--- src/rtl/edit_sequencer_pkg.sv ---
// Shared types and constants for the edit sequencer: FSM encoding,
// edit-instruction field layout and the data/bit-address widths.
package edit_sequencer_pkg;

   localparam int DATA_W  = 32;
   localparam int BADDR_W = 5;
   localparam int INSTR_W = 13;

   // Instruction layout: {cond_en, cond_pol, cond_sel[4:0], val, addr[4:0]}
   localparam int F_ADDR_LO = 0;
   localparam int F_VAL     = 5;
   localparam int F_SEL_LO  = 6;
   localparam int F_POL     = 11;
   localparam int F_EN      = 12;

   typedef enum logic [1:0] {
      S_IDLE = 2'd0,
      S_LOAD = 2'd1,
      S_EDIT = 2'd2,
      S_DONE = 2'd3
   } state_t;

   // Edit condition; always judged against the captured snapshot so that
   // earlier edits in the same program cannot influence later conditions.
   function automatic logic cond_pass(input logic [INSTR_W-1:0] ins,
                                      input logic [DATA_W-1:0]  snap);
      return !ins[F_EN] | (snap[ins[F_SEL_LO +: BADDR_W]] ^ ins[F_POL]);
   endfunction

endpackage

--- src/rtl/edit_sequencer_if.sv ---
// Config, intercept and downstream-buffer control bundle of the edit sequencer.
interface edit_sequencer_if
   import edit_sequencer_pkg::*;
#(
   parameter int DEPTH = 16,
   parameter int IDX_W = $clog2(DEPTH)
) ();

   logic                 cfg_we;
   logic [IDX_W-1:0]     cfg_idx;
   logic [INSTR_W-1:0]   cfg_instr;
   logic                 cfg_len_we;
   logic [IDX_W:0]       cfg_len;
   logic                 in_valid;
   logic [DATA_W-1:0]    in_data;
   logic                 in_ready;
   logic [DATA_W-1:0]    snap_data;
   logic [BADDR_W-1:0]   addr;
   logic                 val;
   logic                 do_write;
   logic                 en_edit;
   logic                 en_load_input;
   logic                 mux_data;
   logic                 busy;
   logic                 out_valid;

   // Sequencer side
   modport slave (
      input  cfg_we, cfg_idx, cfg_instr, cfg_len_we, cfg_len, in_valid, in_data,
      output in_ready, snap_data, addr, val, do_write, en_edit, en_load_input,
             mux_data, busy, out_valid
   );

   // Producer / observer side
   modport master (
      output cfg_we, cfg_idx, cfg_instr, cfg_len_we, cfg_len, in_valid, in_data,
      input  in_ready, snap_data, addr, val, do_write, en_edit, en_load_input,
             mux_data, busy, out_valid
   );

endinterface

--- src/rtl/edit_sequencer_prog_mem.sv ---
// Edit program storage: DEPTH x INSTR_W register file (one write port, one
// asynchronous read port) plus the program-length register.
module edit_prog_mem
   import edit_sequencer_pkg::*;
#(
   parameter int DEPTH = 16,
   parameter int IDX_W = $clog2(DEPTH)
) (
   input  logic               clk,
   input  logic               reset,
   input  logic               we,
   input  logic [IDX_W-1:0]   widx,
   input  logic [INSTR_W-1:0] wdata,
   input  logic               len_we,
   input  logic [IDX_W:0]     len_in,
   input  logic [IDX_W-1:0]   ridx,
   output logic [INSTR_W-1:0] rdata,
   output logic [IDX_W:0]     prog_len
);

   localparam logic [IDX_W:0] LEN_MAX = (IDX_W+1)'(DEPTH);

   logic [INSTR_W-1:0] mem [DEPTH];

   // Slot storage is deliberately not reset; a zero program length keeps it inert.
   always_ff @(posedge clk) begin
      if (we) mem[widx] <= wdata;
   end

   assign rdata = mem[ridx];

   // Program length, saturated to the number of physical slots.
   always_ff @(posedge clk or posedge reset) begin
      if (reset)       prog_len <= '0;
      else if (len_we) prog_len <= (len_in > LEN_MAX) ? LEN_MAX : len_in;
   end

endmodule

--- src/rtl/edit_sequencer.sv ---
// Edit sequencer: captures one intercepted word, then strobes a bulk load
// followed by one conditional single-bit edit per programmed slot.
module edit_sequencer
   import edit_sequencer_pkg::*;
#(
   parameter int DEPTH = 16,
   parameter int IDX_W = $clog2(DEPTH)
) (
   input logic             clk,
   input logic             reset,
   edit_sequencer_if.slave bus
);

   state_t              state;
   logic [IDX_W-1:0]    pc;
   logic [IDX_W:0]      prog_len;
   logic [DATA_W-1:0]   snap;
   logic [INSTR_W-1:0]  cur;
   logic                cfg_ok;
   logic                last;

   logic in_ready_q, busy_q, en_load_q, en_edit_q, mux_q, out_valid_q;

   // Config is only honoured between transactions.
   assign cfg_ok = (state == S_IDLE);
   assign last   = ({1'b0, pc} == (prog_len - 1'b1));

   edit_prog_mem #(.DEPTH(DEPTH), .IDX_W(IDX_W)) u_prog (
      .clk      (clk),
      .reset    (reset),
      .we       (bus.cfg_we & cfg_ok),
      .widx     (bus.cfg_idx),
      .wdata    (bus.cfg_instr),
      .len_we   (bus.cfg_len_we & cfg_ok),
      .len_in   (bus.cfg_len),
      .ridx     (pc),
      .rdata    (cur),
      .prog_len (prog_len)
   );

   // Transaction FSM with registered strobes; snapshot and pc live here too.
   always_ff @(posedge clk or posedge reset) begin
      if (reset) begin
         state       <= S_IDLE;
         pc          <= '0;
         snap        <= '0;
         in_ready_q  <= 1'b1;
         busy_q      <= 1'b0;
         en_load_q   <= 1'b0;
         en_edit_q   <= 1'b0;
         mux_q       <= 1'b0;
         out_valid_q <= 1'b0;
      end else begin
         case (state)
            S_IDLE: begin
               if (bus.in_valid) begin
                  snap       <= bus.in_data;
                  pc         <= '0;
                  state      <= S_LOAD;
                  in_ready_q <= 1'b0;
                  busy_q     <= 1'b1;
                  en_load_q  <= 1'b1;
               end
            end
            S_LOAD: begin
               en_load_q <= 1'b0;
               if (prog_len != '0) begin
                  state     <= S_EDIT;
                  en_edit_q <= 1'b1;
                  mux_q     <= 1'b1;
               end else begin
                  state       <= S_DONE;
                  out_valid_q <= 1'b1;
               end
            end
            S_EDIT: begin
               pc <= pc + 1'b1;
               if (last) begin
                  state       <= S_DONE;
                  en_edit_q   <= 1'b0;
                  mux_q       <= 1'b0;
                  out_valid_q <= 1'b1;
               end
            end
            default: begin
               state       <= S_IDLE;
               out_valid_q <= 1'b0;
               busy_q      <= 1'b0;
               in_ready_q  <= 1'b1;
            end
         endcase
      end
   end

   // Edit fields decode from the current slot, forced to 0 outside EDIT.
   always_comb begin
      bus.addr     = '0;
      bus.val      = 1'b0;
      bus.do_write = 1'b0;
      if (en_edit_q) begin
         bus.addr     = cur[F_ADDR_LO +: BADDR_W];
         bus.val      = cur[F_VAL];
         bus.do_write = cond_pass(cur, snap);
      end
   end

   assign bus.in_ready      = in_ready_q;
   assign bus.busy          = busy_q;
   assign bus.en_load_input = en_load_q;
   assign bus.en_edit       = en_edit_q;
   assign bus.mux_data      = mux_q;
   assign bus.out_valid     = out_valid_q;
   assign bus.snap_data     = snap;

endmodule
--- src/flat_wrapper.sv ---
// flat-port wrapper written by rule: the top's interface ports become plain ports
module edit_sequencer_flat import edit_sequencer_pkg::*;
#(
   parameter int DEPTH = 16,
   parameter int IDX_W = $clog2(DEPTH)
)
  (clk, reset, bus_cfg_we, bus_cfg_idx, bus_cfg_instr, bus_cfg_len_we, bus_cfg_len, bus_in_valid, bus_in_data, bus_in_ready, bus_snap_data, bus_addr, bus_val, bus_do_write, bus_en_edit, bus_en_load_input, bus_mux_data, bus_busy, bus_out_valid);
  edit_sequencer_if #(.DEPTH(DEPTH), .IDX_W(IDX_W)) bus_i ();
  input logic clk;
  input logic reset;
  input wire logic [$bits(bus_i.cfg_we)-1:0] bus_cfg_we;
  input wire logic [$bits(bus_i.cfg_idx)-1:0] bus_cfg_idx;
  input wire logic [$bits(bus_i.cfg_instr)-1:0] bus_cfg_instr;
  input wire logic [$bits(bus_i.cfg_len_we)-1:0] bus_cfg_len_we;
  input wire logic [$bits(bus_i.cfg_len)-1:0] bus_cfg_len;
  input wire logic [$bits(bus_i.in_valid)-1:0] bus_in_valid;
  input wire logic [$bits(bus_i.in_data)-1:0] bus_in_data;
  output wire logic [$bits(bus_i.in_ready)-1:0] bus_in_ready;
  output wire logic [$bits(bus_i.snap_data)-1:0] bus_snap_data;
  output wire logic [$bits(bus_i.addr)-1:0] bus_addr;
  output wire logic [$bits(bus_i.val)-1:0] bus_val;
  output wire logic [$bits(bus_i.do_write)-1:0] bus_do_write;
  output wire logic [$bits(bus_i.en_edit)-1:0] bus_en_edit;
  output wire logic [$bits(bus_i.en_load_input)-1:0] bus_en_load_input;
  output wire logic [$bits(bus_i.mux_data)-1:0] bus_mux_data;
  output wire logic [$bits(bus_i.busy)-1:0] bus_busy;
  output wire logic [$bits(bus_i.out_valid)-1:0] bus_out_valid;
  assign bus_i.cfg_we = bus_cfg_we;
  assign bus_i.cfg_idx = bus_cfg_idx;
  assign bus_i.cfg_instr = bus_cfg_instr;
  assign bus_i.cfg_len_we = bus_cfg_len_we;
  assign bus_i.cfg_len = bus_cfg_len;
  assign bus_i.in_valid = bus_in_valid;
  assign bus_i.in_data = bus_in_data;
  assign bus_in_ready = bus_i.in_ready;
  assign bus_snap_data = bus_i.snap_data;
  assign bus_addr = bus_i.addr;
  assign bus_val = bus_i.val;
  assign bus_do_write = bus_i.do_write;
  assign bus_en_edit = bus_i.en_edit;
  assign bus_en_load_input = bus_i.en_load_input;
  assign bus_mux_data = bus_i.mux_data;
  assign bus_busy = bus_i.busy;
  assign bus_out_valid = bus_i.out_valid;
  edit_sequencer #(.DEPTH(DEPTH), .IDX_W(IDX_W)) u_core (.clk(clk), .reset(reset), .bus(bus_i));
endmodule
--- config.mk ---
export PLATFORM = sky130hd
export DESIGN_NAME = edit_sequencer_flat
export DESIGN_NICKNAME = d
export VERILOG_FILES = /design/src/rtl/edit_sequencer_pkg.sv /design/src/rtl/edit_sequencer_if.sv /design/src/rtl/edit_sequencer_prog_mem.sv /design/src/rtl/edit_sequencer.sv /design/src/flat_wrapper.sv
export SDC_FILE = /design/constraint.sdc
export NUM_CORES = 1
export LEC_CHECK = 0
export CAP_MARGIN = 20
export CORE_MARGIN = 4
export CORE_UTILIZATION = 51
export CTS_CLUSTER_DIAMETER = 80
export DETAILED_ROUTE_END_ITERATION = 12
export PLACE_DENSITY_LB_ADDON = 0.15
export SLEW_MARGIN = 20
export SYNTH_ARGS = -nofsm -noshare
export SYNTH_HDL_FRONTEND = slang
export SYNTH_SLANG_ARGS = --single-unit
--- constraint.sdc ---
create_clock -name clk -period 3.1 [get_ports clk]
set_clock_uncertainty 0.15 [all_clocks]
set_input_delay 0.465 -clock clk [delete_from_list [all_inputs] [get_ports clk]]
set_output_delay 0.465 -clock clk [all_outputs]
set_load 0.03 [all_outputs]
==> qor.csv, run 1 <==
metric,value,unit
status,"finished, violations left",
violations,setup timing,
start_kind,register,
synth_top_area_cell,edfxtp_1,
drtAntennaViolNets,0,
fmax,0.246,GHz
clock-sinks,256,
slowest_delay,0.55,ns
rsz0062_at_grt,yes,
finalHoldViolCount,0,
place.gp.congestion,0.815,
ys_seq_area_frac,0.714,
core_area,20200,um^2
crit_path_end_kind,output pin,
max-cap-violations,0,
slew_violations,0,
peakVddDrop,430,uV
grt_pass1_wl,35000,um
synth_cell_types,43,
htree_levels,1,
clk_latency,0.52,ns
synthFlopType,edfxtp_1,
drive_above_1_share,0.302,
postSynthCellCount,528,
grt_max_degree,33,
diodes,0,
post-dp-hpwl,15200,um
path_buf_inv,2,
finalCritPeriodShare,1.31,
synthArstFlopShare,0.188,
worstPathCellList,mux4_2 -> mux4_2 -> buf_12 -> mux2i_1 -> mux2i_1 -> a22o_1 -> a21o_1 -> nor4_2 -> and3b_2 -> buf_6,
stdcell_count,975,
dr.pass1.iters,5,
clk_pin_slew,0.06,ns
dieArea,22800,um^2
initial_utilization,0.517,
period_minus_slack,4.06,ns
synth_seq_cells,256,
final-setup-viol-count,7,
wl,23200,um
ys_warn_count,0,
gr-total-overflow,0,
tightest_slew,0.676,ns
synth_area_per_cell,19.8,um^2
synth_edf_count,208,
critical_path_class,register to output pin,
power_density,923,nW/um^2
placed_area,12100,um^2
hold_ws,0.105,ns
crit_slowest_cell,mux4_2,
cts_tree,built,
placementRows,52,
final_net_count,755,
layout_commonest_cell,edfxtp_1,
wl_per_cell,23.8,um
die_h,151,um
hold_buffers,0,
syn-num-nets,593,
crit_fanout,16,
yosysTopAreaCellShare,0.599,
drc,0,
ioPinCount,104,
leakagePower,0.00460,uW
track_usage,0.209,
via_per_inst,5.68,
max-slew-margin-rel,0.549,
syn_area,10400,um^2
clk_path_buf_depth,3,
vias,5541,
place_inst,929,
crit_family,multiplexers,
drtIter0Drc,368,
final_cell_mix,"edfxtp_1 (208), clkdlybuf4s50_1 (96), mux4_2 (65), dfrtp_1 (45), buf_4 (43)",
setup_ws,-0.959,ns
cts_made_buffers,26,
cp.required,2.48,ns
grt_pass1_vias,5801,
synth.area.top_cells,"edfxtp_1 (60%), mux4_2 (13%), dfrtp_1 (11%), mux2_2 (3.8%), mux2i_1 (2.2%)",
antenna_found_initial,0,
power,12100,uW
die_w,151,um
hp-class,input port to async pin,
area_growth,25.5,%
root_buffer,clkbuf_16,
crit_arrival,3.44,ns
dp_slack,-0.439,ns
fin_area,13100,um^2
io_buffer_count,103,
==> layout make-up <==
class / instances / area (um^2)
Sequential cell: 256 / 7450
Timing Repair Buffer: 157 / 1570
Tap cell: 270 / 338
Fill cell: 1377 / 7080
Multi-Input combinational cell: 240 / 2830
Clock buffer: 30 / 687
Inverter: 9 / 33.8
Clock inverter: 13 / 185
==> worst paths after layout <==
path,cells past startpoint,endpoint,startpoint,slack [ns]
max,10,bus_do_write,u_core.pc[1]$_DFFE_PP0P_,-0.96
max in group asynchronous,3,u_core.bus.snap_data[13]$_DFFE_PP0P_,reset,1.97
max reg2reg,7,u_core.state[1]$_DFFE_PP0P_,u_core.pc[0]$_DFFE_PP0P_,0.61
min in group clk,2,u_core.bus.in_ready$_DFFE_PP1P_,u_core.bus.in_ready$_DFFE_PP1P_,0.34
min reg2reg,2,u_core.bus.in_ready$_DFFE_PP1P_,u_core.bus.in_ready$_DFFE_PP1P_,0.34
min,2,u_core.pc[3]$_DFFE_PP0P_,reset,0.11
==> per-layer routing <==
layer	part of all wire	global-route usage
met3	0.064	0.0317
met4	0.017	0.0440
met1	0.42	0.301
met2	0.49	0.344
met5	0	0
==> worst register-to-register path, delay by kind of cell (launching register included) <==
kind | cells | cell delay (ns)
xor gates and xnor gates | 1 | 0.12
AOI/OAI and AO/OA | 1 | 0.58
muxes | 1 | 0.31
DFF | 1 | 0.56
buffers and inverters | 3 | 0.46
and+or+nand+nor | 1 | 0.19
==> registers in the layout, indices dropped and copies added (netlist names) <==
name / flops
u_core.pc: 4
u_core.u_prog.prog_len: 5
u_core.bus.out_valid: 1
u_core.bus.in_ready: 1
u_core.bus.en_load_input: 1
u_core.bus.en_edit: 1
u_core.bus.busy: 1
u_core.state: 2
u_core.u_prog.mem: 208
u_core.bus.snap_data: 32
==> timing repair <==
item	in CTS	in global routing
gates resized for setup	41	3
cloned	1	0
setup buffers	3	1
setup endpoints to repair	7	7
endpoints found under the hold margin	0	0
==> where the power goes <==
group | total [uW] | internal (uW) | switching [uW]
clock | 3200 | 1980 | 1210
combinational | 4440 | 2280 | 2160
sequential | 4440 | 4100 | 349
==> cells by family (layout without fill, tap and decap cells) <==
family | after synthesis | in the layout | synth area share
AND/OR/NAND/NOR | 75 | 75 | 0.0363
adder cells (fa/ha/maj) | 6 | 6 | 0.00720
AO/OA/AOI/OAI | 30 | 30 | 0.0191
XOR/XNOR | 6 | 6 | 0.00504
buffers and inverters | 32 | 209 | 0.0170
multiplexers | 123 | 123 | 0.201
flip-flops | 256 | 256 | 0.714
==> cells in the mapped netlist (4+ instances only) <==
cell type,number
mux4_2,62
edfxtp_1,208
nand2b_1,10
buf_1,5
a22o_1,4
o21ai_0,10
nand2_1,20
and2_1,8
clkbuf_1,6
mux2i_1,23
nor3_1,8
nor2_1,15
ha_1,6
dfrtp_1,47
buf_4,6
inv_1,8
mux2_2,35
xnor2_1,6
nor2b_1,4
==> per-stage QoR <==
stage / setup TNS (ns) / utilization
floorplan: -1.07 / -
global placement: -1.32 / 0.601
detailed placement: -1.40 / 0.601
CTS: -2.52 / 0.650
global route: -2.89 / 0.649
finish: -2.15 / 0.649
No activity file was read; power rests on OpenSTA's default activity.
==> inputs of run 2 (changes only) <==
Settings changed: CAP_MARGIN 20 to default, CORE_UTILIZATION 51 to 53, CTS_BUF_LIST from default to sky130_fd_sc_hd__clkbuf_4 sky130_fd_sc_hd__clkbuf_8.
==> run 2 against run 1 <==
Compared with the run above: wire length is 2.9% lower; the run still ends with setup timing left; sequential share of layout area is 0.22 points higher; critical path type unchanged; worst hold slack worse by 0.030 ns; cell count is 2.5% higher; sequential cell count stayed put; combinational power hardly changed; first-iteration DRC count is 9.0% lower; via count is 1.9% higher; largest cell class unchanged.
==> qor.csv, run 2 (same netlist as run 1, synthesis figures left out) <==
metric,value,unit,change
die_w,148,um,was 151 um
diodes,0,,unchanged
power_density,902,nW/um^2,was 923 nW/um^2
gr-total-overflow,0,,unchanged
finalCritPeriodShare,1.32,,was 1.31
drtAntennaViolNets,0,,unchanged
hp-class,input port to async pin,,unchanged
max-slew-margin-rel,0.615,,was 0.549
drc,0,,unchanged
crit_path_end_kind,output pin,,unchanged
final-setup-viol-count,7,,unchanged
critical_path_class,register to output pin,,unchanged
final_cell_mix,"edfxtp_1 (208), clkdlybuf4s50_1 (96), mux4_2 (65), dfrtp_1 (45)",,"was edfxtp_1 (208), clkdlybuf4s50_1 (96), mux4_2 (65), dfrtp_1 (45), buf_4 (43)"
wl_per_cell,22.5,um,was 23.8 um
grt_max_degree,33,,unchanged
top_register,u_core.u_prog.mem,,unchanged
crit_slowest_cell,mux4_2,,unchanged
p_comb_frac,0.375,,was 0.368
rsz0062_at_grt,yes,,unchanged
layout_commonest_cell,edfxtp_1,,unchanged
clk_pin_slew,0.07,ns,was 0.06 ns
crit_arrival,3.47,ns,was 3.44 ns
track_usage,0.209,,about the same
tightest_slew,0.577,ns,was 0.676 ns
area_growth,25.0,%,was 25.5%
power,11800,uW,"was 12,100 uW"
root_buffer,clkbuf_8,,was clkbuf_16
initial_utilization,0.538,,was 0.517
dr.pass1.iters,5,,unchanged
placed_area,12100,um^2,about the same
max-cap-violations,0,,unchanged
period_minus_slack,4.09,ns,was 4.06 ns
reg2reg_depth,8,,was 7
ioPinCount,104,,unchanged
vias,5648,,"was 5,541"
crit_top_cell,mux4_2,,
power_frac_clock,0.248,,was 0.265
p_switching,3720,uW,about the same
seqPwrFrac,0.377,,was 0.368
dieArea,22000,um^2,"was 22,800 um^2"
cts_made_buffers,41,,was 26
die_h,148,um,was 151 um
status,"finished, violations left",,unchanged
violations,setup timing,,unchanged
drive_above_1_share,0.327,,was 0.302
slowest_delay,0.52,ns,was 0.55 ns
grt_pass1_wl,34900,um,"was 35,000 um"
clock-sinks,256,,unchanged
final_net_count,771,,was 755
path_buf_inv,2,,unchanged
core_area,19400,um^2,"was 20,200 um^2"
leakagePower,0.00460,uW,about the same
worstPathCellList,mux4_2 -> mux4_2 -> buf_12 -> mux2i_2 -> mux2i_1 -> a22o_1 -> a21o_1 -> nor4_2 -> and3b_2 -> buf_6,,was mux4_2 -> mux4_2 -> buf_12 -> mux2i_1 -> mux2i_1 -> a22o_1 -> a21o_1 -> nor4_2 -> and3b_2 -> buf_6
hold_buffers,0,,unchanged
antenna_found_initial,0,,unchanged
fmax,0.245,GHz,was 0.246 GHz
htree_levels,2,,was 1
place.gp.congestion,0.821,,was 0.815
crit_fanout,16,,unchanged
post-dp-hpwl,14500,um,"was 15,200 um"
grt_pass1_vias,6073,,"was 5,801"
fin_area,13000,um^2,"was 13,100 um^2"
slew_violations,0,,unchanged
via_per_inst,5.65,,was 5.68
p_int,8050,uW,was 8360 uW
wl,22500,um,"was 23,200 um"
finalHoldViolCount,0,,unchanged
switching_share,0.316,,was 0.308
crit_family,multiplexers,,unchanged
start_kind,register,,unchanged
drtIter0Drc,335,,was 368
clk_path_buf_depth,3,,unchanged
cts_tree,built,,unchanged
placementRows,51,,was 52
io_buffer_count,103,,unchanged
cp.required,2.48,ns,about the same
clk_latency,0.53,ns,was 0.52 ns
largest_reg_flops,208,,unchanged
setup_ws,-0.990,ns,was -0.959 ns
path_depth,10,,unchanged
r2r_slack,0.63,ns,was 0.61 ns
peakVddDrop,501,uV,was 430 uV
==> run 2: area by class of cell <==
| type | count | area [um^2] |
|---|---|---|
| sequential | 256 | 7450 |
| fill | 1325 | 6360 |
| multi-input combinational | 240 | 2830 |
| timing repair buffer | 158 | 1560 |
| clock buffer | 55 | 682 |
| tap | 265 | 332 |
| clock inverter | 16 | 145 |
| inverter | 9 | 33.8 |
==> run 2: per-stage QoR <==
stage	util	setup slack (ns)	hold WS, ns	setup TNS, ns	std cells
6_report	0.672	-0.990	0.0752	-2.00	999
5_1_grt	0.672	-1.18	0.116	-2.80	999
4_1_cts	0.672	-1.03	0.0600	-2.44	999
3_5_place_dp	0.622	-0.443	0.321	-1.10	924
3_3_place_gp	0.622	-0.340	0.319	-1.01	924
2_1_floorplan	-	-0.215	0.323	-1.07	528
==> run 2: power groups by stage <==
| stage | Clock [uW] | Sequential [uW] | Combinational [uW] |
|---|---|---|---|
| global placement | 0 | 4500 | 4100 |
| global route | 3160 | 4490 | 4710 |
| finish | 2920 | 4440 | 4410 |
| CTS | 2980 | 4440 | 4440 |
| detailed placement | 0 | 4500 | 4200 |
| floorplan | 0 | 4870 | 2450 |
==> run 2: worst register-to-register path: cells and delay by family (launching register included) <==
family / cells / cell delay (ns)
AOI/OAI and AO/OA: 2 / 0.53
buffers and inverters: 2 / 0.49
DFF: 1 / 0.36
and+or+nand+nor: 2 / 0.35
muxes: 1 / 0.30
xor gates and xnor gates: 1 / 0.17
==> run 2: path summary, 6_finish.rpt <==
| path | start | endpoint |
|---|---|---|
| worst max-delay path | u_core.pc[1]$_DFFE_PP0P_ | bus_do_write |
| worst min register to register | u_core.bus.in_ready$_DFFE_PP1P_ | u_core.bus.in_ready$_DFFE_PP1P_ |
| max in group asynchronous | reset | u_core.bus.snap_data[15]$_DFFE_PP0P_ |
| worst min-delay path | reset | u_core.pc[3]$_DFFE_PP0P_ |
| min in group clk | u_core.bus.in_ready$_DFFE_PP1P_ | u_core.bus.in_ready$_DFFE_PP1P_ |
| worst max register to register | u_core.pc[3]$_DFFE_PP0P_ | u_core.state[1]$_DFFE_PP0P_ |
==> run 2: routing by layer <==
metal	routed length (um)	GRT usage	up-vias
li1	-	-	2485
met1	9250	0.290	2905
met2	11200	0.344	223
met3	1660	0.0414	35
met4	336	0.0582	0
met5	0	0	-
==> run 2: repair_timing <==
item / in CTS / in global routing
resized for setup: 48 / 5
buffers inserted: 4 / 1
cloned: 1 / 1
setup endpoints to repair: 7 / 7
